--- config.mk ---
export PLATFORM = sky130hd
export DESIGN_NAME = bcd_to_binary_seq
export DESIGN_NICKNAME = d
export VERILOG_FILES = /design/src/rtl/bcd_pkg.sv /design/src/rtl/bcd_digit_adjust.sv /design/src/rtl/bcd_to_binary_seq.sv
export SDC_FILE = /design/constraint.sdc
export NUM_CORES = 1
export LEC_CHECK = 0
export CAP_MARGIN = 20
export CORE_UTILIZATION = 40
export DETAILED_ROUTE_END_ITERATION = 10
export PLACE_DENSITY_LB_ADDON = 0.25
export SLEW_MARGIN = 25
export SYNTH_ARGS = -nofsm -noshare
export SYNTH_HDL_FRONTEND = slang
export SYNTH_SLANG_ARGS = --single-unit
--- constraint.sdc ---
create_clock -name clock -period 2.01 [get_ports clock]
set_clock_uncertainty 0.05 [all_clocks]
set_input_delay 0.402 -clock clock [delete_from_list [all_inputs] [get_ports clock]]
set_output_delay 0.402 -clock clock [all_outputs]
set_load 0.1 [all_outputs]
--- src/rtl/bcd_pkg.sv ---
// Shared BCD constants, FSM encoding and width helper for the BCD <-> binary paths.
package bcd_pkg;

    localparam int         BCD_DIGIT_W   = 4;
    localparam logic [3:0] BCD_MAX_DIGIT = 4'd9;

    typedef enum logic [1:0] {
        ST_IDLE,
        ST_LOAD_CHK,
        ST_CONV,
        ST_DONE
    } bcd_state_t;

    // Smallest w with 2^w >= 10^digits, i.e. enough bits for 10^digits - 1.
    function automatic int min_bin_w(input int digits);
        logic [127:0] lim;
        int           w;
        lim = 128'd1;
        for (int i = 0; i < digits; i++) lim = lim * 128'd10;
        w = 0;
        for (int i = 0; i < 127; i++) begin
            if ((128'd1 << i) < lim) w = i + 1;
        end
        return w;
    endfunction

endpackage

--- src/rtl/bcd_digit_adjust.sv ---
// One-digit reverse double-dabble correction: digits of 8 or more lose 3 after the right shift.
module bcd_digit_adjust
    import bcd_pkg::*;
(
    input  logic [BCD_DIGIT_W-1:0] digit_i,
    output logic [BCD_DIGIT_W-1:0] digit_o
);

    assign digit_o = (digit_i >= 4'd8) ? digit_i - 4'd3 : digit_i;

endmodule

--- src/rtl/bcd_to_binary_seq.sv ---
// Sequential BCD-to-binary converter (reverse double-dabble), one result bit per clock,
// with a start/busy/done handshake and an error flag for non-decimal digits.
module bcd_to_binary_seq
    import bcd_pkg::*;
#(
    parameter int DIGITS = 12,
    parameter int BIN_W  = 40
) (
    input  logic                          clock,
    input  logic                          reset,
    input  logic                          start,
    input  logic [BCD_DIGIT_W*DIGITS-1:0] bcd_in,
    output logic                          busy,
    output logic                          done,
    output logic                          err,
    output logic [BIN_W-1:0]              binary_out
);

    localparam int DW    = BCD_DIGIT_W * DIGITS;
    localparam int SH_W  = DW + BIN_W;
    localparam int CNT_W = $clog2(BIN_W + 1);

    if (BIN_W < min_bin_w(DIGITS)) begin : g_bad_width
        $error("bcd_to_binary_seq: BIN_W too small for DIGITS");
    end

    bcd_state_t       state_q;
    logic [DW-1:0]    digits_q;
    logic [BIN_W-1:0] acc_q;
    logic [CNT_W-1:0] cnt_q;
    logic             busy_q;
    logic             done_q;
    logic             err_q;
    logic [BIN_W-1:0] bin_q;

    logic [SH_W-1:0]  shifted_d;
    logic [DW-1:0]    dig_shift_d;
    logic [DW-1:0]    dig_adj_d;
    logic [BIN_W-1:0] acc_d;
    logic             bad_digit;
    logic             last_iter;

    // Digits and accumulator form one long register; digit 0's LSB drops into the acc MSB.
    assign shifted_d   = {digits_q, acc_q} >> 1;
    assign dig_shift_d = shifted_d[SH_W-1:BIN_W];
    assign acc_d       = shifted_d[BIN_W-1:0];

    for (genvar g = 0; g < DIGITS; g++) begin : g_adj
        bcd_digit_adjust u_adj (
            .digit_i (dig_shift_d[g*BCD_DIGIT_W +: BCD_DIGIT_W]),
            .digit_o (dig_adj_d[g*BCD_DIGIT_W +: BCD_DIGIT_W])
        );
    end

    always_comb begin
        bad_digit = 1'b0;
        for (int i = 0; i < DIGITS; i++) begin
            if (digits_q[i*BCD_DIGIT_W +: BCD_DIGIT_W] > BCD_MAX_DIGIT) bad_digit = 1'b1;
        end
    end

    assign last_iter = (cnt_q == CNT_W'(BIN_W - 1));

    always_ff @(posedge clock) begin
        if (reset) begin
            state_q  <= ST_IDLE;
            digits_q <= '0;
            acc_q    <= '0;
            cnt_q    <= '0;
            busy_q   <= 1'b0;
            done_q   <= 1'b0;
            err_q    <= 1'b0;
            bin_q    <= '0;
        end else begin
            done_q <= 1'b0;
            case (state_q)
                ST_IDLE: begin
                    if (start) begin
                        digits_q <= bcd_in;
                        err_q    <= 1'b0;
                        busy_q   <= 1'b1;
                        state_q  <= ST_LOAD_CHK;
                    end
                end
                ST_LOAD_CHK: begin
                    if (bad_digit) begin
                        err_q   <= 1'b1;
                        bin_q   <= '0;
                        busy_q  <= 1'b0;
                        done_q  <= 1'b1;
                        state_q <= ST_DONE;
                    end else begin
                        acc_q   <= '0;
                        cnt_q   <= '0;
                        state_q <= ST_CONV;
                    end
                end
                ST_CONV: begin
                    digits_q <= dig_adj_d;
                    acc_q    <= acc_d;
                    cnt_q    <= cnt_q + CNT_W'(1);
                    if (last_iter) begin
                        bin_q   <= acc_d;
                        busy_q  <= 1'b0;
                        done_q  <= 1'b1;
                        state_q <= ST_DONE;
                    end
                end
                ST_DONE: state_q <= ST_IDLE;
                default: state_q <= ST_IDLE;
            endcase
        end
    end

    assign busy       = busy_q;
    assign done       = done_q;
    assign err        = err_q;
    assign binary_out = bin_q;

endmodule

Word level (Yosys, flattened, before mapping)
Cells that the tools add are included.
- flip-flop bits (word level): 139
- input bits: 51
- output and inout port bits: 43
- add/subtract/negate cells: 13
- magnitude comparators: 24
- eq/ne operators: 8
- muxes and demuxes: 47
- reduce and logical (&&, ||, !) cells: 11
- operators by type and width (cell ; count):
    40-bit one-hot mux with 2 select lines ; 2
    40-bit 2-to-1 mux ; 3
    48-bit one-hot mux with 2 select lines ; 1
    4-bit > comparator, second input constant ; 12
    4-bit 2-to-1 mux ; 12
    48-bit 2-to-1 mux ; 1
    4-bit greater-or-equal comparator, second input constant ; 11
    4-bit by 2-bit subtractor with 4-bit output, second input constant ; 11
    1-bit 2-to-1 mux ; 20
    6-bit one-hot mux with 2 select lines ; 1
    2-bit inequality test, second input constant ; 4
    2-bit one-hot mux with 4 select lines ; 1
    6-bit by 1-bit adder with 6-bit output, second input constant ; 1
    6-bit equality test, second input constant ; 1
    6-bit 2-to-1 mux ; 1
    2-bit AND reduction ; 3
    3-bit AND reduction ; 2
    2-bit nonzero test ; 3
    2-bit equality test, second input constant ; 2
    3-bit by 4-bit greater-or-equal comparator with 1-bit output, second input constant ; 1
    2-bit 2-to-1 mux ; 2
    1-bit one-hot mux with 2 select lines ; 2
    4-bit AND reduction ; 1
    3-bit by 2-bit subtractor with 4-bit output, second input constant ; 1
    4 further kinds ; 4

Longest topological paths before layout
- word-level depth: 15
- gate-level depth with buffers: 9

Hierarchy
A second synthesis with hierarchy kept.
- cells, all modules: 890
- area total of the unflattened synthesis: 7298.2 µm²
- modules (own cells, without submodules) (module ; times used ; cells an instance ; area each (µm²) ; seq. area each (µm²)):
    bcd_to_binary_seq ; 1 ; 758 ; 6382.4 ; 2762.6
    bcd_digit_adjust ; 12 ; 11 ; 76.3 ; 0.0

Least setup slack after synthesis
OpenSTA, ideal clock, no wires.
- path type: register to register
- from: reg state_q[0]
- to: reg digits_q[18]
- data arrival time: 1.679 ns
- required time: 1.832 ns
- path slack: 0.153 ns
- stages on the path, launching flop included: 10
- clock period less this slack: 1.857 ns
- path through: dfxtp_1 inv_1 ha_1 inv_2 o21a_1 clkbuf_1 clkbuf_1 a211oi_1 a21oi_1 nor2_1
- word-level cells in the longest chain between the ends: 3
- ends and longest elaborated chain (element ; line ; source):
    from (decl) ; bcd_to_binary_seq.sv:27 ; bcd_state_t state_q;
    from (signal assigned) ; bcd_to_binary_seq.sv:66 ; state_q <= ST_IDLE;
    from (signal assigned) ; bcd_to_binary_seq.sv:82 ; state_q <= ST_LOAD_CHK;
    from (signal assigned) ; bcd_to_binary_seq.sv:91 ; state_q <= ST_DONE;
    2-bit equality test / 2-bit logical NOT (equally long branches) ; bcd_to_binary_seq.sv:76 ; case (state_q)
    2-bit nonzero test (no source line) / 2-bit inequality test (equally long branches) ; - ;
    2-bit AND reduction (no source line) ; - ;
    to (signal assigned) ; bcd_to_binary_seq.sv:79 ; digits_q <= bcd_in;
    to (signal assigned) ; bcd_to_binary_seq.sv:99 ; digits_q <= dig_adj_d;
    to (decl) ; bcd_to_binary_seq.sv:28 ; logic [DW-1:0] digits_q;
Parallel ways exist; a longest one is shown, timed or not.
A chain may end at the register's enable or synchronous reset.

Worst setup path after layout
- from: reg digits_q[41]
- to: reg cnt_q[3]
- word-level cells in the longest chain between the ends: 5
- ends and longest elaborated chain (element ; line ; source):
    4-bit > comparator ; bcd_to_binary_seq.sv:58 ; if (digits_q[i*BCD_DIGIT_W +: BCD_DIGIT_W] > BCD_MAX_DIGIT) bad_digit = 1'b1;
    1-bit 2-to-1 mux (2 in series) ; bcd_to_binary_seq.sv:58 ;
    2-bit inequality test (no source line) ; - ;
    2-bit AND reduction (no source line) ; - ;
    to (signal assigned) ; bcd_to_binary_seq.sv:101 ; cnt_q <= cnt_q + CNT_W'(1);
    to (decl) ; bcd_to_binary_seq.sv:30 ; logic [CNT_W-1:0] cnt_q;
No other way between the ends.

==> results.ini <==
[synthesis]
synth.top_cell.area_share_pct=43.11
ys_seq_area_share_pct=43.11
syn_inst=728
async_reset_ff_share_pct=0
syn_nets=805
synthTopCellsByArea=dfxtp_1 43%, a21oi_1 7.3%, a22o_1 5.5%, ha_1 5.1%, nand4_1 4.4%
synth.cell_area_sq_mm=0.006409
yosys-top-cells-count=138 x dfxtp_1, 93 x a21oi_1, 61 x nand2_1
synth-main-ff-cell=dfxtp_1
synth.ff_latch_count=138
synth.most_common_cell=dfxtp_1
ys_types=45
yosys_warnings=0
synth_edf_count=0
syn_avg_cell_area_sq_um=8.803
yosysTopAreaCell=dfxtp_1

[sta]
tightest_slew_ps=668.0
max_freq_ghz=0.5096
fin_setup_tns_ps=0
maxSlewViolCount=0
setup_viol=0
hold_violations=0
fin_crit_ps=1962
rsz0062_at_grt=no
finalWorstSetupSlack_ps=47.57
min_period_over_period_pct=97.63
slew_headroom_pct=55.30

[layout]
fin_cells=1041
fin_nets=894
layout-drive-gt1-share_pct=16.51
antenna_cells=0
fillCellCount=1406
multi_input_area_sq_mm=0.003322
layout.area.seq_sq_mm=0.002765
synthToLayoutAreaGrowth_pct=29.71
stdcell_area_sq_mm=0.008313

[drt]
wl_per_cell_um=15.36
routed_via_density=5.524
wl_mm=15.99
drc=0
ant_nets=0
vias=5751
drt_iter0_drc=442
firstDrtPassIters=4

[setup_path]
critical_path.max_fanout=7
critPathRequiredTime_ps=2310
startpoint_type=register
worstSetupPathType=reg -> reg
arrival_ps=2270
worst_setup_path_end_kind=register

[job]
cap_violations=0

[power]
vdd_drop_max_uv=882.7
totalPowerFinal_uw=11750
p_per_area_mw_per_mm2=1413
p_leak_uw=0.003010

[global_route]
grt_max_degree=100
grt_antenna_before_repair=0
grt_pass1_vias=5400
grt_first_pass_wirelength_mm=25.78
grt_util_all_layers_pct=19.63
grt.overflow.total=0

[placement]
gp_congestion=0.8190
placed_cells=999
placedInstanceArea_sq_mm=0.007569
dp_hpwl_mm=10.08
pre_cts_slack_ps=-51.21
io_buffers=93

[clock_network]
tritoncts=built
clkLatencyLatePin_ps=420
clockBufferDepth=2
cts_hold_buf=0
cts-buffers-inserted=17
htreeDepth=4
cts_sinks=138
clk_transition_reported_paths_ps=60
cts_root_buf=clkbuf_16

[status]
status=complete, no violations

[die]
fp.dieW_um=128.6
start_util_pct=41.54
fp-row-count=45
coreArea_sq_mm=0.01543
fp.dieH_um=128.6
io_pins=94
dieArea_sq_mm=0.01653

[min_path]
hp-class=in -> reg

[worst max-delay path: stages (launching register included)]
cell and delay (ps):
dfxtp_1 370, o21ai_1 270, and4_4 290, a31oi_4 140
buf_4 170, or4_1 460, a21oi_1 140
[path summary, 6_finish.rpt]
| check | from | end | slack (ps) | cells after the start |
|---|---|---|---|---|
| setup / recovery | digits_q[41]$_SDFFE_PP0P_ | cnt_q[3]$_SDFFE_PP0P_ | 50 | 6 |
| hold / removal | reset | done$_SDFF_PP0_ | 320 | 3 |
| setup reg to reg | digits_q[41]$_SDFFE_PP0P_ | cnt_q[3]$_SDFFE_PP0P_ | 50 | 6 |
| hold reg to reg | binary_out[31]$_SDFFE_PP0P_ | binary_out[31]$_SDFFE_PP0P_ | 430 | 2 |
[metal layers]
metal  wire, um  up-vias  part of all wire (%)  track usage (%)
li1           -     2827                     -                -
met1       7406     2747                    46            24.75
met2       7563      152                    47            32.37
met3        725       25                   4.5            4.449
met4        294        0                   1.8            8.028
met5          0        -                     0                0
[per-stage QoR]
stage	hold slack [ps]	utilization, %
6_report	320.6	53.88
5_1_grt	333.9	53.88
4_1_cts	301.5	53.24
3_5_place_dp	413.7	49.06
3_3_place_gp	411.8	49.06
2_1_floorplan	391.9	-
[cell families after synthesis]
logic type                 share of synthesized area (%)
xor gates and xnor gates                           3.007
adders and majority gates                          5.076
DFF                                                43.11
and+or+nand+nor                                    13.71
AOI/OAI and AO/OA                                  26.30
muxes                                              2.518
buffers and inverters                              6.287
[repair_timing]
item,CTS,global route
endpoints found under the setup margin,40,86
gates cloned,1,1
resized for setup,0,10
setup buffers,2,6
hold endpoints to repair,0,0
pin swaps,2,3
[sequential cells by signal, summed over array words and instances, names as in the netlist]
name	flops
digits_q	48
binary_out	40
acc_q	39
cnt_q	6
state_q	2
busy	1
done	1
err	1
[power by group]
part	total (uW)	switching [uW]	internal [uW]
Combinational	4950	3060	1890
Sequential	3540	416	3120
Clock	3260	1230	2030
[layout by cell type, fill, tap and decap left out, types with 3 or more instances in the layout]
cell type        instances
clkinv_4                 3
a22o_1                  40
o21ai_2                  5
nand4_1                 45
buf_12                   9
ha_1                    24
buf_4                   71
clkdlybuf4s50_1         49
clkbuf_16               18
inv_1                   25
o31ai_1                  3
a21oi_1                 93
o211ai_1                35
nand2_1                 61
clkinvlp_4               4
nor2_1                  37
nor2b_1                 11
bufinv_16                3
o21ai_1                 48
or4_1                    3
nand3_1                  4
mux2i_1                 15
a211oi_1                26
xnor2_1                 22
dfxtp_1                136
[cell type report]
cell class                      instances  area share [%]
Tap cell                              211           3.176
Timing Repair Buffer                  131           14.92
Inverter                               27           1.219
Sequential cell                       138           33.26
Clock buffer                           20           5.494
Clock inverter                         12           1.972
Multi-Input combinational cell        502           39.96
(Power assumes the default switching activity.)
